--- config.mk ---
export PLATFORM = sky130hd
export DESIGN_NAME = busytone_sched
export DESIGN_NICKNAME = d
export VERILOG_FILES = /design/src/rtl/busytone_sched.sv
export SDC_FILE = /design/constraint.sdc
export NUM_CORES = 1
export LEC_CHECK = 0
export ABC_AREA = 0
export CAP_MARGIN = 20
export CORE_MARGIN = 2
export CORE_UTILIZATION = 50
export DETAILED_ROUTE_END_ITERATION = 16
export DONT_BUFFER_PORTS = 1
export GPL_ROUTABILITY_DRIVEN = 0
export PLACE_DENSITY = 0.68
export SLEW_MARGIN = 20
export SYNTH_ARGS = -nofsm -noshare
export SYNTH_HDL_FRONTEND = slang
export SYNTH_SLANG_ARGS = --single-unit
--- constraint.sdc ---
create_clock -name ce_clk -period 4.8 [get_ports ce_clk]
set_input_delay 1.44 -clock ce_clk [delete_from_list [all_inputs] [get_ports ce_clk]]
set_output_delay 1.44 -clock ce_clk [all_outputs]
set_load 0.02 [all_outputs]
--- src/rtl/busytone_sched.sv ---
// Busytone trigger scheduler: delays a packet-detect strobe, issues one AXIS
// trigger word to the busytone generator, then waits for tone end and holdoff.
module busytone_sched #(
  parameter int CNT_W = 24
) (
  input  logic             ce_clk,
  input  logic             ce_rst,
  input  logic             enable,
  input  logic             detect_stb,
  input  logic [15:0]      detect_tag,
  input  logic [15:0]      cfg_word,
  input  logic [CNT_W-1:0] cfg_delay,
  input  logic [CNT_W-1:0] cfg_holdoff,
  input  logic [CNT_W-1:0] cfg_tx_timeout,
  input  logic             clear_stats,
  output logic [31:0]      trig_tdata,
  output logic             trig_tvalid,
  input  logic             trig_tready,
  input  logic             tone_done,
  output logic             busy,
  output logic [2:0]       state_o,
  output logic [15:0]      trig_count,
  output logic [15:0]      drop_count,
  output logic [15:0]      timeout_count
);

  typedef enum logic [2:0] {
    IDLE      = 3'd0,
    DELAY     = 3'd1,
    ISSUE     = 3'd2,
    WAIT_DONE = 3'd3,
    HOLDOFF   = 3'd4
  } state_t;

  state_t           state;
  logic [CNT_W-1:0] timer;
  logic [15:0]      tag_q;
  logic             to_en;

  logic timer_last;
  logic trig_inc;
  logic drop_inc;
  logic to_inc;
  logic tone_exit;

  // state is itself a register, so state_o is a registered output
  assign state_o = state;

  // NOTE: every signal driven here gets a default first so no path can leave
  // one unassigned and infer a latch.
  always_comb begin
    timer_last = 1'b0;
    trig_inc   = 1'b0;
    drop_inc   = 1'b0;
    to_inc     = 1'b0;
    tone_exit  = 1'b0;
    timer_last = (timer == CNT_W'(1));
    trig_inc   = (state == ISSUE) && trig_tvalid && trig_tready;
    drop_inc   = detect_stb && (state != IDLE);
    tone_exit  = (state == WAIT_DONE) && (tone_done || (to_en && timer_last));
    // tone_done on the final timeout cycle counts as a normal completion
    to_inc     = (state == WAIT_DONE) && !tone_done && to_en && timer_last;
  end

  // NOTE: sequential state uses non-blocking assignments so every register
  // samples pre-edge values regardless of statement order.
  always_ff @(posedge ce_clk) begin
    if (ce_rst) begin
      state       <= IDLE;
      timer       <= '0;
      tag_q       <= '0;
      to_en       <= 1'b0;
      trig_tvalid <= 1'b0;
      trig_tdata  <= '0;
      busy        <= 1'b0;
    end else begin
      case (state)
        IDLE: begin
          if (enable && detect_stb) begin
            tag_q <= detect_tag;
            timer <= cfg_delay;
            busy  <= 1'b1;
            if (cfg_delay == '0) begin
              state       <= ISSUE;
              trig_tvalid <= 1'b1;
              trig_tdata  <= {cfg_word, detect_tag};
            end else begin
              state <= DELAY;
            end
          end
        end

        DELAY: begin
          if (!enable) begin
            state <= IDLE;
            busy  <= 1'b0;
            timer <= '0;
          end else begin
            timer <= timer - CNT_W'(1);
            if (timer_last) begin
              state       <= ISSUE;
              trig_tvalid <= 1'b1;
              trig_tdata  <= {cfg_word, tag_q};
            end
          end
        end

        // tvalid/tdata hold until the handshake; enable is deliberately ignored
        ISSUE: begin
          if (trig_tready) begin
            state       <= WAIT_DONE;
            trig_tvalid <= 1'b0;
            timer       <= cfg_tx_timeout;
            to_en       <= (cfg_tx_timeout != '0);
          end
        end

        WAIT_DONE: begin
          if (tone_exit) begin
            timer <= cfg_holdoff;
            if (cfg_holdoff == '0) begin
              state <= IDLE;
              busy  <= 1'b0;
            end else begin
              state <= HOLDOFF;
            end
          end else if (to_en) begin
            timer <= timer - CNT_W'(1);
          end
        end

        HOLDOFF: begin
          timer <= timer - CNT_W'(1);
          if (timer_last) begin
            state <= IDLE;
            busy  <= 1'b0;
          end
        end

        default: begin
          state       <= IDLE;
          busy        <= 1'b0;
          trig_tvalid <= 1'b0;
        end
      endcase
    end
  end

  function automatic logic [15:0] sat_inc(input logic [15:0] v);
    return (v == 16'hFFFF) ? v : v + 16'd1;
  endfunction

  // Host statistics: saturating, and a clear overrides any same-cycle increment
  always_ff @(posedge ce_clk) begin
    if (ce_rst || clear_stats) begin
      trig_count    <= '0;
      drop_count    <= '0;
      timeout_count <= '0;
    end else begin
      if (trig_inc) trig_count    <= sat_inc(trig_count);
      if (drop_inc) drop_count    <= sat_inc(drop_count);
      if (to_inc)   timeout_count <= sat_inc(timeout_count);
    end
  end

endmodule

==> results.yml, run 1 <==
status:
  status: "complete, no violations"
layout:
  nNetsFinal: 931
  synthToLayoutAreaGrowth_pct: 10.5
  most-common-layout-cells: "dfxtp_1, nor2_1, nand2_1"
  layout.cells.most_common: "dfxtp_1"
  register_area_mm2: 0.00252
  insertedDiodeCount: 0
  nFillCells: 1232
  layout.core_utilization_pct: 56.5
  finalInstanceArea_mm2: 0.00749
  multi_input_area_mm2: 0.00398
  drive_above_1_share_pct: 7.49
worst_setup_path:
  max_stage_delay_ps: 850
  r2r_setup_slack_ps: 1360
  cp.arrival_ps: 3770
  worst_r2r_path_depth: 6
  startpoint_type: "register"
  path_max_fanout: 14
  critPathSlowestCell: "nor4_1"
  timing.critical_path.to_type: "register"
  crit_required_ps: 5140
  critPathBufInv: 0
  crit_path_cell_trace: "nor4_1 > and4_1 > nand4_1 > or4b_1 > or3_1 > a21oi_1"
  setup.worst_path.class: "register to register"
  crit-reg2reg-launch: "timer[12]"
  critical_path.reg2reg.endpoint: "timeout_count[15]"
  critPathTopFamily: "simple AND/OR/NAND/NOR gates"
placement:
  area_post_placement_mm2: 0.00682
  input_output_buffers: 0
  post-dp-hpwl_um: 15000
timing:
  setup-violations-final: 0
  timing.final.crit_period_ps: 3440
  fin_crit_sh_pct: 71.6
  finalHoldViolations: 0
  rsz0062_at_grt: "false"
  slew_headroom_pct: 33.9
  fmax_mhz: 291
  worst-slew-pin-transition_ps: 988
  final_max_slew_viol_count: 0
  clk_skew_ps: 11.7
  setup_tns_ps: 0
route:
  drt-initial-drc-count: 648
  post-route-drc-count: 0
  avgViaCountPerCell: 6.58
  detail_route.wirelength_um: 20500
  antenna_left: 0
  1st_pass_router_iterations: 6
  routed_len_inst_um: 20.4
  detailroute.via_count: 6611
synthesis:
  synth_ff_type: "dfxtp_1"
  synth-async-reset-ratio_pct: 0
  synth_top_cells_by_area: "dfxtp_1, nor2_1, mux2i_1"
  synthDominantAreaCellType: "dfxtp_1"
  yosys.area.top_type_share_pct: 37.2
  number_of_enable_flip_flop_cells_after_synthesis: 0
  synthesis.nets: 955
  cell_area_after_synthesis_mm2: 0.00677
  synth_seq_area_share_pct: 37.2
  post_synthesis_cells: 839
  netlist-cell-type-count: 74
  yosys_register_bits: 126
  syn-mean-instance-area_um2: 8.07
  synth_warnings: 0
pwr:
  worst_ir_drop_vdd_v: 0.000228
  p_per_area_mw_per_mm2: 424
  static-leakage-power_nw: 2.59
worst_hold_path:
  hold-path-endpoint: "tag_q[5]"
  worst_hold_startpoint: "tag_q[5]"
  worst_hold_path_type: "register to register"
  holdPathStages: 2
clocking:
  cts_resized: 0
  clock_insertion_delay_worst_skew_ps: 420
  cts_hold_buffers: 0
  max-clock-path-buffers: 2
  clkTransAtPathRegs_ps: 60
  clock_tree_from_tritoncts: "built"
  cts_buf_count: 17
  cts_setup_buffers: 0
  cts-htree-levels: 4
  root_buffer: "clkbuf_16"
  cts_sinks: 126
job:
  timing.max_cap.violations: 0
grt:
  grt_overflow: 0
  grt_start_max_net_pins: 65
  number_of_global_route_vias_before_repair: 6131
  track_usage_pct: 27.6
  grt_pass1_wl_um: 31700
  initial_antenna_violation_count: 0
die:
  floorplan.io_pins: 196
  horizontal_extent_of_the_die_um: 120
  num_rows: 42
  placeableCoreArea_mm2: 0.0132
  die_h_um: 120
  die-area_mm2: 0.0145
  effective_utilization_at_floorplan_pct: 51.2
[metal layers]
layer	GRT usage, %	share of wire [%]	vias up
met3	12.0	11	64
met2	41.9	46	374
met4	12.9	3.7	0
met5	1.10	0	-
met1	33.7	40	3128
li1	-	-	3045
[tightest hold or removal path, stage by stage, from the launching register on]
cell and delay [ps]:
dfxtp_1 300, nand2_1 50, a21oi_1 50
[cell families after synthesis]
group,share of synthesized area [%]
compound gates,19.0
fa+ha+maj,0.924
xor+xnor,5.30
simple gates,27.4
buf+inv,4.12
flops,37.2
mux,5.95
[Yosys cell counts, types with 3 or more instances]
library cell / n
o21a_1: 3
nand4_1: 26
xor2_1: 22
nand2_1: 83
nor4_2: 3
nor2_1: 116
a21oi_1: 47
and3_1: 11
o31ai_1: 6
nand3_1: 27
dfxtp_1: 126
inv_1: 17
clkbuf_1: 39
o211ai_1: 5
xnor2_1: 19
a221o_1: 8
or2_2: 6
buf_2: 6
o21ai_0: 31
a21o_1: 6
and2_1: 5
a221oi_1: 6
or3_1: 15
a211oi_1: 21
nand2b_1: 6
ha_1: 5
a211o_1: 4
nor3_1: 22
a222oi_1: 4
a31oi_1: 10
nor4_1: 32
o22ai_1: 3
and4_1: 4
a22oi_1: 4
mux2i_1: 38
[state kept, by name, summed over array words and instances, names as in the netlist]
name,cells
trig_tdata,32
timer,24
drop_count,16
tag_q,16
timeout_count,16
trig_count,16
state_o,3
busy,1
to_en,1
trig_tvalid,1
[per-stage QoR]
step | worst slack (ps) | hold slack, ps | power, W | std cells
floorplan | 1660 | 436 | 0.00161 | 839
global placement | 1150 | 435 | 0.00172 | 972
detailed placement | 1090 | 441 | 0.00174 | 972
CTS | 1470 | 448 | 0.00318 | 1004
global route | 1200 | 463 | 0.00330 | 1004
finish | 1360 | 446 | 0.00317 | 1004
[power breakdown]
part	switching [W]	internal, W	leakage (nW)
Clock	0.000482	0.000950	0.316
Combinational	0.000360	0.000209	1.26
Sequential	0.0000742	0.00110	1.02
[worst max-delay path by stage]
stage	from	end	slack (ps)	cells after the start
floorplan	detect_stb	timer[8]	1660	8
global placement	cfg_delay[19]	trig_tdata[4]	1150	7
CTS	timer[12]	timeout_count[15]	1470	6
detailed placement	cfg_delay[19]	trig_tdata[2]	1090	7
global route	cfg_delay[19]	trig_tdata[2]	1200	7
finish	timer[12]	timeout_count[15]	1360	6
[area by class of cell]
class                           instances  share of cell area [%]
Clock buffer                           19                    6.05
Clock inverter                         13                    2.79
Inverter                               17                   0.852
Multi-Input combinational cell        647                    53.1
Sequential cell                       126                    33.7
Tap cell                              176                    2.94
Timing Repair Buffer                    6                   0.602
(Power assumes the default switching activity.)
==> run 2: changes to the inputs <==
Settings changed: PLACE_DENSITY 0.68 to 0.71.
Clock period 4.8 ns to 2.88 ns, I/O delays scaled along.
==> results.yml, run 2 (synthesis gave the netlist of run 1 again) <==
worst_setup_path:
  cp.arrival_ps: 3080
  timing.critical_path.to_type: "register"
  startpoint_type: "register"
  setup.worst_path.class: "register to register"
  path_max_fanout: 13
  crit_required_ps: 3220
timing:
  slew_headroom_pct: 37.2
  rsz0062_at_grt: "false"
  setup_tns_ps: 0
  final_max_slew_viol_count: 0
  fmax_mhz: 365
  worst-slew-pin-transition_ps: 938
  timing.final.crit_period_ps: 2740
  fin_crit_sh_pct: 95.1
  finalHoldViolations: 0
  clk_skew_ps: 8.98
  setup-violations-final: 0
layout:
  nNetsFinal: 949
  largest_register_ffs: 32
  largest_register: "trig_tdata"
  drive_above_1_share_pct: 9.34
  finish.cell_count_without_fillers: 1022
  insertedDiodeCount: 0
  synthToLayoutAreaGrowth_pct: 11.1
  largestRegisters: "trig_tdata: 32 flops, timer: 24 flops"
  layout.cells.most_common: "dfxtp_1"
  most-common-layout-cells: "dfxtp_1, nor2_1, nand2_1"
clocking:
  cts_setup_buffers: 0
  clkTransAtPathRegs_ps: 60
  cts_sinks: 126
  cts-htree-levels: 4
  cts_resized: 0
  clock_tree_from_tritoncts: "built"
  cts_buf_count: 17
  clock_insertion_delay_worst_skew_ps: 420
  max-clock-path-buffers: 2
  cts_hold_buffers: 0
  root_buffer: "clkbuf_16"
die:
  die_h_um: 120
  placeableCoreArea_mm2: 0.0132
  die-area_mm2: 0.0145
  floorplan.io_pins: 196
  num_rows: 42
  horizontal_extent_of_the_die_um: 120
  effective_utilization_at_floorplan_pct: 51.2
pwr:
  static-leakage-power_nw: 2.64
  worst_ir_drop_vdd_v: 0.000355
  p_per_area_mw_per_mm2: 660
grt:
  initial_antenna_violation_count: 0
  grt_start_max_net_pins: 65
  grt_pass1_wl_um: 32300
  track_usage_pct: 28.2
  grt_overflow: 0
  number_of_global_route_vias_before_repair: 6333
placement:
  post-dp-hpwl_um: 15300
  input_output_buffers: 0
  placed_cells: 990
job:
  timing.max_cap.violations: 0
route:
  1st_pass_router_iterations: 8
  avgViaCountPerCell: 6.55
  post-route-drc-count: 0
  drt-initial-drc-count: 745
  antenna_left: 0
  routed_len_inst_um: 20.2
  detailroute.via_count: 6694
  detail_route.wirelength_um: 20700
status:
  status: "complete, no violations"
worst_hold_path:
  worst_hold_path_type: "register to register"
## run 2: cell types whose count changed in the layout (fill, tap and decap cells not counted), sizes merged
| cell | change |
|---|---|
| inv | +1 |
| bufinv | -4 |
| buf | +18 |
| clkinv | +4 |
| clkbuf | -1 |
## run 2: worst paths after layout
check	endpoint	slack, ps	depth (start not counted)	startpoint
max	timer[8]	140	7	timer[2]
max reg2reg	timer[8]	140	7	timer[2]
min reg2reg	tag_q[15]	450	2	tag_q[15]
min	tag_q[15]	450	2	tag_q[15]
## run 2: where the power goes
| group | internal (W) | switching, W |
|---|---|---|
| Sequential | 0.00183 | 0.000120 |
| Combinational | 0.000388 | 0.000615 |
| Clock | 0.00121 | 0.000804 |
## run 2: cell type report
class / count / area, um^2
Clock buffer: 18 / 439
Clock inverter: 14 / 118
Fill cell: 1218 / 5710
Inverter: 17 / 63.8
Multi-Input combinational cell: 647 / 3970
Sequential cell: 126 / 2520
Tap cell: 176 / 220
Timing Repair Buffer: 24 / 193
## run 2: critical path: stages (launching register included)
cell and delay (ps):
dfxtp_1 360, nor4_1 520, buf_4 270, nand4_1 240
o21bai_2 230, and2_1 510, a222oi_1 290, o211ai_1 240
## run 2: per-stage QoR
step	power [W]	util [%]	hold slack (ps)	instance area, um^2	setup WS [ps]
floorplan	0.00268	-	436	6770	314
global placement	0.00292	52.6	435	6970	237
detailed placement	0.00295	52.6	441	6970	242
CTS	0.00496	56.9	447	7530	230
global route	0.00516	56.9	466	7530	49.1
finish	0.00497	56.9	448	7530	141
## run 2: routing by layer
layer  share of wire [%]  routed length [um]  GRT usage, %  vias to the layer above
met2                  48                9880          45.2                      408
met1                  38                7830          33.8                     3132
met3                  11                2200          9.76                       82
met4                 3.7                 769          13.2                        0
li1                    -                   -             -                     3072
met5                   0                   0             0                        -
